File: src/rtl/fetch_unit_pkg.sv
// Shared types for the instruction fetch stage.
// State encoding, bus widths and the queued fetch entry layout.
package fetch_pkg;

    localparam int INSTR_W = 32;
    localparam int ADDR_W  = 32;
    localparam int ENTRY_W = ADDR_W + INSTR_W;

    typedef enum logic [1:0] {
        IDLE,
        REQ,
        DROP
    } fetch_state_t;

    typedef struct packed {
        logic [ADDR_W-1:0]  pc;
        logic [INSTR_W-1:0] instr;
    } fetch_entry_t;

endpackage

File: src/rtl/fetch_unit_if.sv
// Handshake bundles for the fetch stage.
// imem_if: req/ack to instruction memory; instr_if: valid/ready to decode.
interface imem_if;
    import fetch_pkg::*;

    logic               imem_req;
    logic [ADDR_W-1:0]  imem_addr;
    logic               imem_ack;
    logic [INSTR_W-1:0] imem_data;

    modport master (
        output imem_req,
        output imem_addr,
        input  imem_ack,
        input  imem_data
    );

    modport slave (
        input  imem_req,
        input  imem_addr,
        output imem_ack,
        output imem_data
    );
endinterface

interface instr_if;
    import fetch_pkg::*;

    logic               instr_valid;
    logic [INSTR_W-1:0] instr;
    logic [ADDR_W-1:0]  instr_pc;
    logic               instr_ready;

    modport master (
        output instr_valid,
        output instr,
        output instr_pc,
        input  instr_ready
    );

    modport slave (
        input  instr_valid,
        input  instr,
        input  instr_pc,
        output instr_ready
    );
endinterface

File: src/rtl/fetch_queue.sv
// Circular instruction queue; clear wins over push and pop.
// Ports: push/din, pop, clear, count, head (zero when empty).
module fetch_queue #(
    parameter  int QDEPTH = 2,
    parameter  int W      = 64,
    localparam int CW     = $clog2(QDEPTH + 1),
    localparam int PW     = (QDEPTH > 1) ? $clog2(QDEPTH) : 1
) (
    input  logic          clk,
    input  logic          rst_n,
    input  logic          push,
    input  logic [W-1:0]  din,
    input  logic          pop,
    input  logic          clear,
    output logic [CW-1:0] count,
    output logic [W-1:0]  head
);

    logic [W-1:0]  mem [QDEPTH];
    logic [PW-1:0] rd_ptr;
    logic [PW-1:0] wr_ptr;
    logic          do_push;
    logic          do_pop;

    function automatic logic [PW-1:0] nxt(input logic [PW-1:0] p);
        return (p == PW'(QDEPTH - 1)) ? '0 : p + 1'b1;
    endfunction

    assign do_pop  = pop && (count != '0);
    // A full queue may still accept a push when the head leaves
    assign do_push = push && ((count < CW'(QDEPTH)) || do_pop);
    assign head    = (count != '0) ? mem[rd_ptr] : '0;

    always_ff @(posedge clk) begin
        if (do_push && !clear) begin
            mem[wr_ptr] <= din;
        end
    end

    always_ff @(posedge clk or negedge rst_n) begin
        if (!rst_n) begin
            rd_ptr <= '0;
            wr_ptr <= '0;
            count  <= '0;
        end else if (clear) begin
            rd_ptr <= '0;
            wr_ptr <= '0;
            count  <= '0;
        end else begin
            if (do_push) begin
                wr_ptr <= nxt(wr_ptr);
            end
            if (do_pop) begin
                rd_ptr <= nxt(rd_ptr);
            end
            if (do_push && !do_pop) begin
                count <= count + 1'b1;
            end else if (do_pop && !do_push) begin
                count <= count - 1'b1;
            end
        end
    end

endmodule

File: src/rtl/fetch_unit.sv
// Instruction fetch: one memory request per new pc, queued to decode.
// Ports: clk, rst_n, pc, flush, imem (req/ack master), dec (valid/ready master).
module fetch_unit
    import fetch_pkg::*;
#(
    parameter int QDEPTH = 2
) (
    input  logic              clk,
    input  logic              rst_n,
    input  logic [ADDR_W-1:0] pc,
    input  logic              flush,
    imem_if.master            imem,
    instr_if.master           dec
);

    localparam int CW = $clog2(QDEPTH + 1);

    fetch_state_t      state_q;
    fetch_state_t      state_d;
    logic [ADDR_W-1:0] last_pc_q;
    logic [ADDR_W-1:0] last_pc_d;
    logic [ADDR_W-1:0] addr_q;
    logic [ADDR_W-1:0] addr_d;
    logic              force_q;
    logic              force_d;
    logic              req_q;
    logic              req_d;
    logic              push;
    logic              pop;
    logic              trigger;
    logic [CW-1:0]     count;
    fetch_entry_t      push_e;
    fetch_entry_t      head_e;

    assign trigger = ((pc != last_pc_q) || force_q)
                   && (count < CW'(QDEPTH)) && !flush;

    always_comb begin
        state_d   = state_q;
        last_pc_d = last_pc_q;
        addr_d    = addr_q;
        force_d   = force_q;
        req_d     = req_q;
        push      = 1'b0;
        unique case (state_q)
            IDLE: begin
                if (trigger) begin
                    state_d   = REQ;
                    addr_d    = pc;
                    last_pc_d = pc;
                    force_d   = 1'b0;
                    req_d     = 1'b1;
                end
            end
            REQ: begin
                if (imem.imem_ack) begin
                    push    = !flush;
                    req_d   = 1'b0;
                    state_d = IDLE;
                end else if (flush) begin
                    // Request stays up: memory must finish the beat
                    state_d = DROP;
                end
            end
            DROP: begin
                if (imem.imem_ack) begin
                    req_d   = 1'b0;
                    state_d = IDLE;
                end
            end
            default: begin
                state_d = IDLE;
                req_d   = 1'b0;
            end
        endcase
        // Redirect may land on last_pc, so force a refetch
        if (flush) begin
            force_d = 1'b1;
        end
    end

    always_ff @(posedge clk or negedge rst_n) begin
        if (!rst_n) begin
            state_q   <= IDLE;
            last_pc_q <= '0;
            addr_q    <= '0;
            force_q   <= 1'b1;
            req_q     <= 1'b0;
        end else begin
            state_q   <= state_d;
            last_pc_q <= last_pc_d;
            addr_q    <= addr_d;
            force_q   <= force_d;
            req_q     <= req_d;
        end
    end

    assign push_e = '{pc: addr_q, instr: imem.imem_data};
    assign pop    = dec.instr_valid && dec.instr_ready;

    fetch_queue #(
        .QDEPTH (QDEPTH),
        .W      (ENTRY_W)
    ) u_queue (
        .clk   (clk),
        .rst_n (rst_n),
        .push  (push),
        .din   (push_e),
        .pop   (pop),
        .clear (flush),
        .count (count),
        .head  (head_e)
    );

    assign imem.imem_req  = req_q;
    assign imem.imem_addr = addr_q;

    assign dec.instr_valid = (count != '0);
    assign dec.instr       = head_e.instr;
    assign dec.instr_pc    = head_e.pc;

endmodule

File: src/flat_wrapper.sv
// flat-port wrapper written by rule: the top's interface ports become plain ports
module fetch_unit_flat import fetch_pkg::*;
#(
    parameter int QDEPTH = 2
)
  (clk, rst_n, pc, flush, imem_imem_req, imem_imem_addr, imem_imem_ack, imem_imem_data, dec_instr_valid, dec_instr, dec_instr_pc, dec_instr_ready);
  imem_if imem_i ();
  instr_if dec_i ();
  input  logic clk;
  input  logic rst_n;
  input  logic [ADDR_W-1:0] pc;
  input  logic flush;
  output wire logic [$bits(imem_i.imem_req)-1:0] imem_imem_req;
  output wire logic [$bits(imem_i.imem_addr)-1:0] imem_imem_addr;
  input wire logic [$bits(imem_i.imem_ack)-1:0] imem_imem_ack;
  input wire logic [$bits(imem_i.imem_data)-1:0] imem_imem_data;
  output wire logic [$bits(dec_i.instr_valid)-1:0] dec_instr_valid;
  output wire logic [$bits(dec_i.instr)-1:0] dec_instr;
  output wire logic [$bits(dec_i.instr_pc)-1:0] dec_instr_pc;
  input wire logic [$bits(dec_i.instr_ready)-1:0] dec_instr_ready;
  assign imem_imem_req = imem_i.imem_req;
  assign imem_imem_addr = imem_i.imem_addr;
  assign imem_i.imem_ack = imem_imem_ack;
  assign imem_i.imem_data = imem_imem_data;
  assign dec_instr_valid = dec_i.instr_valid;
  assign dec_instr = dec_i.instr;
  assign dec_instr_pc = dec_i.instr_pc;
  assign dec_i.instr_ready = dec_instr_ready;
  fetch_unit #(.QDEPTH(QDEPTH)) u_core (.clk(clk), .rst_n(rst_n), .pc(pc), .flush(flush), .imem(imem_i), .dec(dec_i));
endmodule
File: config.mk
export PLATFORM = sky130hd
export DESIGN_NAME = fetch_unit_flat
export DESIGN_NICKNAME = d
export VERILOG_FILES = /design/src/rtl/fetch_unit_pkg.sv /design/src/rtl/fetch_unit_if.sv /design/src/rtl/fetch_queue.sv /design/src/rtl/fetch_unit.sv /design/src/flat_wrapper.sv
export SDC_FILE = /design/constraint.sdc
export NUM_CORES = 1
export LEC_CHECK = 0
export CORE_ASPECT_RATIO = 1.4
export CORE_MARGIN = 2
export CORE_UTILIZATION = 53
export DETAILED_ROUTE_END_ITERATION = 10
export HOLD_SLACK_MARGIN = 0.06
export PLACE_DENSITY_LB_ADDON = 0.15
export SLEW_MARGIN = 25
export SYNTH_ARGS = -nofsm -noshare
export SYNTH_HDL_FRONTEND = slang
export SYNTH_HIERARCHICAL = 1
export SYNTH_SLANG_ARGS = --single-unit
File: constraint.sdc
create_clock -name clk -period 9.99 [get_ports clk]
set_input_delay 2.4975 -clock clk [delete_from_list [all_inputs] [get_ports clk]]
set_output_delay 2.4975 -clock clk [all_outputs]
set_load 0.01 [all_outputs]
==> metrics.yaml, run 1 <==
synthesis:
  yosysSeqAreaShare_pct: 70.5
  ys_warn_count: 6
  synth_top_area_share_pct: 56.0
  postSynth.asyncResetShare_pct: 23.8
  yosys_most_used_dff: "edfxtp_1"
  syn_inst: 433
  yosys-top-cells-count: "128 x edfxtp_1, 68 x nor2_1, 66 x mux2i_1"
  syn_area_mm2: 0.00687
  avgSynthCellArea_um2: 15.9
  synth-compound-area-share_pct: 1.60
  synth_top_family_by_area: "multiplexers"
  ys_ff_latch: 168
  synth.area.top_cells: "edfxtp_1 56%, dfrtp_1 14%, mux2i_1 9.6%"
  synth_edf_count: 128
  synth.most_common_cell: "edfxtp_1"
  ys_types: 37
  synthAdderAreaFrac_pct: 0.546
  syn-num-nets: 505
  synth-simple-area-share_pct: 5.90
  synth_xor_area_share_pct: 4.21
  yosysTopAreaCell: "edfxtp_1"
  synth.area.mux_share_pct: 15.2
power:
  leakage_nw: 3.20
  total_power_w: 0.00223
  ir_worst_vdd_uv: 143
  p_per_area_mw_per_mm2: 240
grt:
  track_usage_pct: 21.1
  grt_pass1_vias: 4317
  grt_max_degree: 49
  grt_overflow: 0
  grt_pass1_wl_um: 22200
  grt_antenna_before_repair: 0
status:
  status: "finished, final reports clean"
routing:
  ant_nets: 0
  drc: 0
  routed_via_density: 5.27
  drtPass1Iterations: 4
  totalWireLength_um: 14300
  drt_iter0_drc: 151
  wl_per_cell_um: 18.4
  vias: 4081
clock_network:
  clkSinkCount: 168
  holdBufCountCts: 0
  cts_resized: 0
  cts_tree: "built"
  htreeDepth: 4
  path_clk_slew_ns: 0.06
  clockRootBuffer: "clkbuf_16"
  clock_path_buffers: 2
  cts_setup_buffers: 0
  numCtsBuffers: 17
  insertion_delay_ns: 0.42
final_layout:
  drive_above_1_share_pct: 12.4
  nets: 681
  final_util_pct: 72.9
  num-fill-cells: 878
  seqCellArea_mm2: 0.00485
  stdcell_count: 774
  multiInputGateArea_mm2: 0.00190
  synthToLayoutAreaGrowth_pct: 35.4
  antenna_cells: 0
worst_setup_path:
  worstSetupPathType: "primary input to flop"
  crit_fanout: 17
  cp.arrival_ns: 5.58
  reg2regPathDepth: 6
  crit_start: "pc[27]"
  start_kind: "primary input"
  required_ns: 10.28
  worstReg2RegEnd: "u_core/imem.imem_addr[19]$_DFFE_PN0P_"
  r2r_start: "u_core/imem.imem_addr[27]$_DFFE_PN0P_"
  cp-end-kind: "flop"
  ff2ff_setup_slack_ns: 6.79
  worstSetupEndpoint: "u_core/imem.imem_addr[19]$_DFFE_PN0P_"
job:
  cap_violations: 0
sta:
  max_slew_margin_pct: 39.1
  rsz0062_at_grt: "no"
  fin_crit_ns: 5.28
  setup_violations: 0
  fin_tns_setup_ns: 0
  max_clock_freq_mhz: 189
  setup_ws_ns: 4.71
  finalCritPeriodShare_pct: 52.9
  finalClockSkew_ns: 0.00743
  drv_slew: 0
  worst_slew_pin_slew_ns: 0.912
  hold_viol_final: 0
floorplanning:
  core_area_mm2: 0.0128
  die_y_um: 139
  num_rows: 49
  die-area_mm2: 0.0139
  initial_core_util_pct: 53.9
  die_w_um: 100
  io_pins: 167
placed_design:
  dp_hpwl_um: 9720
  dp_slack_ns: 4.28
  dp.cells: 742
  numPortBuffers: 166
  gp_congestion: 0.768
hold_path:
  min_from: "u_core/force_q$_DFFE_PN1P_"
  hold_class: "flop to flop"
## how the worst min path moves through the flow
stage	to	slack, ns	cells after the start
finish	u_core/force_q$_DFFE_PN1P_	0.52	1
global route	u_core/force_q$_DFFE_PN1P_	0.53	1
CTS	u_core/force_q$_DFFE_PN1P_	0.52	1
detailed placement	u_core/force_q$_DFFE_PN1P_	0.52	1
global placement	u_core/force_q$_DFFE_PN1P_	0.51	1
floorplan	u_core/force_q$_DFFE_PN1P_	0.50	1
## report_power, final
| group | switching (W) | internal, W | leakage (nW) |
|---|---|---|---|
| logic | 0.000246 | 0.000327 | 1.27 |
| clock network | 0.000265 | 0.000394 | 0.292 |
| registers | 0.000107 | 0.000894 | 1.63 |
| total | 0.000618 | 0.00162 | 3.20 |
## per-layer routing
metal  global-route usage (%)  up-vias  part of all wire [%]
met3                     5.14       18                   5.2
met4                     8.51        0                   2.2
met2                     37.4      122                    54
met5                        0        -                     0
li1                         -     1933                     -
met1                     24.0     2008                    38
## critical path, stage by stage
cell	delay [ns]
clkdlybuf4s50_1	0.44
xor2_1	0.16
nor4_1	0.54
nand4_1	0.28
o311ai_4	0.87
buf_4	0.40
mux2_2	0.37
## area by class of cell
type                       count  share of cell area [%]
tap                          153                    2.06
clock inverter                14                    1.86
inverter                       5                   0.202
timing repair buffer         174                    18.7
sequential                   168                    52.1
multi-input combinational    243                    20.4
clock buffer                  17                    4.57
## per-stage QoR
stage | cell area (um^2) | hold WS [ns]
3_5_place_dp | 8680 | 0.516
3_3_place_gp | 8660 | 0.509
2_1_floorplan | 6870 | 0.503
5_1_grt | 9300 | 0.528
4_1_cts | 9280 | 0.524
6_report | 9300 | 0.522
## flip-flops by register name (all words and copies together) (netlist names)
register,count
u_core/u_queue/mem,128
u_core/imem.imem_addr,32
u_core/u_queue/wr_ptr,1
u_core/imem.imem_req,1
u_core/state_q,2
u_core/u_queue/count,2
u_core/u_queue/rd_ptr,1
u_core/force_q,1
## layout by cell type (no fill, tap or decap), types with 6 or more instances in the layout
master and instances:
clkdlybuf4s50_1 165, edfxtp_1 128, nor2_1 68, mux2i_1 66
dfrtp_1 38, xor2_1 29, mux2_2 28, clkbuf_16 17
nor4_1 6, buf_4 6
## logic make-up after synthesis
group,Yosys count
adder cells (fa/ha/maj),3
XOR/XNOR,33
AND/OR/NAND/NOR,93
flip-flops,168
buffers and inverters,22
AO/OA/AOI/OAI,15
multiplexers,99
(Power assumes the default switching activity.)
==> run 2, diff against run 1 <==
CORE_UTILIZATION = 49   (was 53)
clock period = 5 ns   (was 9.99 ns; I/O delays follow)
==> run 2 against run 1 <==
- sequential power rose by 100%
- wire length grew 0.50%
- global-route usage down 1.6 points
- critical path type is now flop to output pin
- die area up 7.9%
- largest power group unchanged
- register-to-register slack worse by 4.3 ns
- clock-buffer cell count increased by 2
==> metrics.yaml, run 2 (synthesis gave the netlist of run 1 again) <==
status:
  status: "finished, final reports clean"
hold_path:
  holdPathStages: 1  # unchanged
  hold_class: "flop to flop"
worst_setup_path:
  cp-end-kind: "output pin"
  crit_start: "u_core/u_queue/count[1]$_DFFE_PN0P_"
  cp_slowest_cell: "buf_4"
  cp_cell_sequence: "nor2_4 -> buf_4 -> nor2_1 -> clkdlybuf4s50_1"
  cp_num_cells: 4  # -3
  worstReg2RegEnd: "u_core/imem.imem_addr[25]$_DFFE_PN0P_"
  worstSetupEndpoint: "dec_instr_pc[20]"
  r2r_start: "u_core/imem.imem_addr[25]$_DFFE_PN0P_"
  crit_path_max_incr_delay_ns: 0.54  # -0.33 ns
  cp.arrival_ns: 2.57  # -3.01 ns
  ff2ff_setup_slack_ns: 2.52  # -4.27 ns
  required_ns: 3.75  # -6.53 ns
  crit_fanout: 49  # +32
  path_buf_inv: 2  # unchanged
  reg2regPathDepth: 6  # unchanged
  start_kind: "flop"
  cp_top_family: "buffers and inverters"
  worstSetupPathType: "flop to output pin"
clock_network:
  cts_setup_buffers: 0  # unchanged
  clock_path_buffers: 2  # unchanged
  htreeDepth: 4  # unchanged
  numCtsBuffers: 17  # unchanged
  clockRootBuffer: "clkbuf_16"
  clkSinkCount: 168  # unchanged
  path_clk_slew_ns: 0.06  # about the same
  insertion_delay_ns: 0.41  # about the same
  cts_resized: 0  # unchanged
  holdBufCountCts: 0  # unchanged
  cts_tree: "built"
final_layout:
  antenna_cells: 0  # unchanged
  nets: 681  # unchanged
  synthToLayoutAreaGrowth_pct: 35.8
  final_util_pct: 67.7  # -5.2 points
  largest-register: "u_core/u_queue/mem"
  layout_commonest_cell: "clkdlybuf4s50_1"
  final_cell_mix: "165 x clkdlybuf4s50_1, 128 x edfxtp_1, 68 x nor2_1"
  largest_reg_flops: 128  # unchanged
  finalInstanceArea_mm2: 0.00933  # +0.32%
  drive_above_1_share_pct: 12.4  # -0.020 points
placed_design:
  numPortBuffers: 166  # unchanged
  dp_hpwl_um: 9590  # -1.3%
  placed_area_mm2: 0.00874  # +0.69%
  gp_congestion: 0.829  # +7.9%
grt:
  grt_util_met3_pct: 5.59  # +0.45 points
  busiest_layer: "met2"
  grt_pass1_wl_um: 22100  # -0.19%
  grt_use_met2_pct: 34.5  # -3.0 points
  grt_max_degree: 51  # +4.1%
  grt_overflow: 0  # unchanged
  met1_usage_pct: 22.1  # -1.9 points
  grt_pass1_vias: 4233  # -1.9%
  track_usage_pct: 19.5  # -1.6 points
  grt_antenna_before_repair: 0  # unchanged
sta:
  worst_slew_pin_slew_ns: 0.753  # -0.159 ns
  max_slew_margin_pct: 49.8  # +11 points
  setup_violations: 0  # unchanged
  max_clock_freq_mhz: 262
  hold_viol_final: 0  # unchanged
  finalClockSkew_ns: 0.00848  # +0.00105 ns
  finalCritPeriodShare_pct: 76.5
  rsz0062_at_grt: "no"
  fin_crit_ns: 3.82
  fin_tns_setup_ns: 0  # unchanged
  drv_slew: 0  # unchanged
floorplanning:
  io_pins: 167  # unchanged
  initial_core_util_pct: 49.8  # -4.0 points
  die-area_mm2: 0.0150  # +7.9%
  die_w_um: 104  # +3.8%
  num_rows: 51  # +4.1%
  die_y_um: 144  # +3.9%
  core_area_mm2: 0.0138  # +8.1%
power:
  clkPwrFrac_pct: 28.9  # -0.6 points
  p_per_area_mw_per_mm2: 476  # +98%
  ir_worst_vdd_uv: 335  # +130%
  combinationalPowerShare_pct: 26.0  # +0.3 points
  leakage_nw: 3.20  # about the same
  seqPwrFrac_pct: 45.0  # +0.2 points
  p_sw_share_pct: 27.9  # +0.25 points
  p_int_w: 0.00320  # +98%
  p_sw_w: 0.00124  # +100%
job:
  cap_violations: 0  # unchanged
routing:
  ant_nets: 0  # unchanged
  totalWireLength_um: 14300  # +0.50%
  drtPass1Iterations: 6  # +2
  routed_via_density: 5.04  # -4.5%
  drc: 0  # unchanged
  vias: 4065  # -0.39%
  drt_iter0_drc: 167  # +11%
  wl_per_cell_um: 17.8  # -3.6%
==> run 2: metrics by stage <==
step                      total power [W]  hold slack, ns  setup WS [ns]  cells
after CTS                         0.00449           0.528           1.11    807
after global placement            0.00316           0.511           1.30    775
final                             0.00445           0.526           1.18    807
after floorplan                   0.00256           0.503          0.351    433
after detailed placement          0.00320           0.519           1.25    775
after global routing              0.00464           0.542           1.02    807
==> run 2: how the worst min path moves through the flow <==
stage | from | to
6_report | u_core/force_q$_DFFE_PN1P_ | u_core/force_q$_DFFE_PN1P_
5_1_grt | u_core/force_q$_DFFE_PN1P_ | u_core/force_q$_DFFE_PN1P_
4_1_cts | u_core/force_q$_DFFE_PN1P_ | u_core/force_q$_DFFE_PN1P_
3_5_place_dp | u_core/force_q$_DFFE_PN1P_ | u_core/force_q$_DFFE_PN1P_
3_3_place_gp | u_core/force_q$_DFFE_PN1P_ | u_core/force_q$_DFFE_PN1P_
2_1_floorplan | u_core/force_q$_DFFE_PN1P_ | u_core/force_q$_DFFE_PN1P_
==> run 2: layer usage <==
metal	share of wire (%)	vias up	wire length [um]
li1	-	1944	-
met5	0	-	0
met2	52	128	7520
met4	2.4	0	346
met1	40	1974	5720
met3	5.4	19	769
==> run 2: area by class of cell <==
| class | instances | area (um^2) |
|---|---|---|
| clock buffer | 19 | 443 |
| clock inverter | 13 | 143 |
| fill | 1012 | 4450 |
| inverter | 5 | 18.8 |
| multi-input combinational | 243 | 1910 |
| sequential | 168 | 4850 |
| tap | 185 | 231 |
| timing repair buffer | 174 | 1730 |
==> run 2: power groups by stage <==
stage               registers [W]  clock network, W  logic, W
detailed placement        0.00203                 0   0.00117
floorplan                 0.00205                 0  0.000516
finish                    0.00200           0.00129   0.00116
global route              0.00204           0.00136   0.00124
CTS                       0.00201           0.00131   0.00117
global placement          0.00201                 0   0.00115
==> run 3, diff against run 2 <==
clock period = 3.88 ns   (was 5 ns; I/O delays follow)
==> run 3 against run 2 <==
- clock power grew 26%
- hold slack gained 0.0093 ns
- clock-buffer cell count shrank 2
- wire length shrank 1.6%
- clock skew grew 0.0043 ns
- critical path type unchanged
- critical endpoint is now dec_instr_pc[24]
- highest routed layer unchanged
==> metrics.yaml, run 3 (synthesis gave the netlist of run 1 again) <==
status:
  status: "finished, final reports clean"
placed_design:
  dp_hpwl_um: 9540  # -0.53%
  gp_congestion: 0.746  # -9.9%
  placed_area_mm2: 0.00878  # +0.40%
  numPortBuffers: 166  # unchanged
clock_network:
  clock_path_buffers: 2  # unchanged
  cts_resized: 0  # unchanged
  holdBufCountCts: 0  # unchanged
  path_clk_slew_ns: 0.06  # about the same
  cts_setup_buffers: 0  # unchanged
  cts_tree: "built"
  insertion_delay_ns: 0.41  # about the same
  numCtsBuffers: 17  # unchanged
  clkSinkCount: 168  # unchanged
  htreeDepth: 4  # unchanged
  clockRootBuffer: "clkbuf_16"
sta:
  setup_violations: 0  # unchanged
  max_slew_margin_pct: 62.9  # +13 points
  hold_viol_final: 0  # unchanged
  finalCritPeriodShare_pct: 84.7
  drv_slew: 0  # unchanged
  worst_slew_pin_slew_ns: 0.555  # -0.198 ns
  fin_tns_setup_ns: 0  # unchanged
  rsz0062_at_grt: "no"
  fin_crit_ns: 3.29
  finalClockSkew_ns: 0.0127  # +0.00426 ns
  max_clock_freq_mhz: 304
grt:
  grt_pass1_wl_um: 21800  # -1.6%
  track_usage_pct: 19.1  # -0.33 points
  grt_max_degree: 47  # -7.8%
  grt_overflow: 0  # unchanged
  grt_antenna_before_repair: 0  # unchanged
  grt_pass1_vias: 4311  # +1.8%
routing:
  wl_per_cell_um: 17.4  # -2.0%
  routed_via_density: 5.07  # +0.56%
  vias: 4103  # +0.93%
  drtPass1Iterations: 4  # -2
  drt_iter0_drc: 162  # -3.0%
  drc: 0  # unchanged
  totalWireLength_um: 14100  # -1.6%
  ant_nets: 0  # unchanged
floorplanning:
  die_y_um: 144  # unchanged
  num_rows: 51  # unchanged
  die-area_mm2: 0.0150  # unchanged
  die_w_um: 104  # unchanged
  io_pins: 167  # unchanged
  initial_core_util_pct: 49.8  # unchanged
  core_area_mm2: 0.0138  # unchanged
final_layout:
  antenna_cells: 0  # unchanged
  num-fill-cells: 1016  # +0.40%
  seqCellArea_mm2: 0.00485  # unchanged
  synthToLayoutAreaGrowth_pct: 36.2
  largest-register: "u_core/u_queue/mem"
  multiInputGateArea_mm2: 0.00191  # unchanged
  drive_above_1_share_pct: 12.5  # +0.10 points
  layout_commonest_cell: "clkdlybuf4s50_1"
  final_cell_mix: "165 x clkdlybuf4s50_1, 128 x edfxtp_1, 68 x nor2_1"
  finalInstanceArea_mm2: 0.00935  # +0.25%
  nets: 684  # +0.44%
  largest_reg_flops: 128  # unchanged
hold_path:
  worstHoldEndpoint: "u_core/force_q$_DFFE_PN1P_"
  hold_class: "flop to flop"
  holdPathStages: 1  # unchanged
  min_from: "u_core/force_q$_DFFE_PN1P_"
job:
  cap_violations: 0  # unchanged
worst_setup_path:
  start_kind: "flop"
  ff2ff_setup_slack_ns: 1.35  # -1.17 ns
  crit_fanout: 21  # -57%
  worstSetupPathType: "flop to output pin"
  cp-end-kind: "output pin"
  required_ns: 2.91  # -0.84 ns
  r2r_start: "u_core/imem.imem_addr[21]$_DFFE_PN0P_"
  worstReg2RegEnd: "u_core/imem.imem_addr[22]$_DFFE_PN0P_"
  reg2regPathDepth: 6  # unchanged
  cp.arrival_ns: 2.32  # -0.25 ns
power:
  total_power_w: 0.00569  # +28%
  leakage_nw: 3.20  # about the same
  ir_worst_vdd_uv: 332  # -0.79%
  p_per_area_mw_per_mm2: 608  # +28%
==> run 3: cell count changes in the layout (fill, tap and decap cells not counted), moves of 2 or more <==
cell / delta
inv_6: -4
clkinv_1: +3
clkinvlp_4: +2
buf_4: +2
==> run 3: through the flow <==
| stage | hold WS (ns) | utilization (%) | worst slack, ns | cells |
|---|---|---|---|---|
| after floorplan | 0.503 | - | 0.341 | 433 |
| after global placement | 0.511 | 63.7 | 0.442 | 778 |
| after detailed placement | 0.520 | 63.7 | 0.375 | 778 |
| after CTS | 0.540 | 67.8 | 0.571 | 810 |
| after global routing | 0.546 | 67.9 | 0.482 | 810 |
| final | 0.535 | 67.9 | 0.592 | 810 |
==> run 3: power by group <==
| group | internal [W] | leakage (nW) | switching, W |
|---|---|---|---|
| Clock | 0.000947 | 0.272 | 0.000674 |
| Sequential | 0.00230 | 1.63 | 0.000277 |
| Combinational | 0.000855 | 1.30 | 0.000637 |
==> run 3: worst max-delay path, cell delays in order (launching register included) <==
cell and delay, ns:
dfrtp_4 0.65, buf_4 0.42, mux2i_1 0.14, nor2_1 0.14, clkdlybuf4s50_1 0.56
==> run 3: layout make-up <==
type | instances | share of cell area (%)
repair buffers | 177 | 18.9
clock inverters | 15 | 1.59
well taps | 185 | 2.47
multi-input cells | 243 | 20.5
flip-flops and latches | 168 | 51.8
inverters | 5 | 0.201
clock buffers | 17 | 4.55
==> run 3: per-layer routing <==
| layer | GRT usage, % | share of wire, % |
|---|---|---|
| met5 | 0 | 0 |
| met4 | 8.04 | 2.8 |
| met3 | 5.23 | 4.4 |
| met2 | 35.5 | 54 |
| met1 | 20.6 | 38 |
==> run 3: worst max path at each step <==
stage / to / slack [ns] / cells past startpoint / startpoint
finish: dec_instr_pc[24] / 0.59 / 4 / u_core/u_queue/rd_ptr$_DFFE_PN0P_
global route: dec_instr_pc[24] / 0.48 / 4 / u_core/u_queue/rd_ptr$_DFFE_PN0P_
CTS: dec_instr_pc[24] / 0.57 / 4 / u_core/u_queue/rd_ptr$_DFFE_PN0P_
detailed placement: u_core/imem.imem_addr[8]$_DFFE_PN0P_ / 0.38 / 7 / pc[21]
global placement: u_core/imem.imem_addr[14]$_DFFE_PN0P_ / 0.44 / 7 / pc[21]
floorplan: u_core/u_queue/mem[1][0]$_DFFE_PP_ / 0.34 / 4 / flush
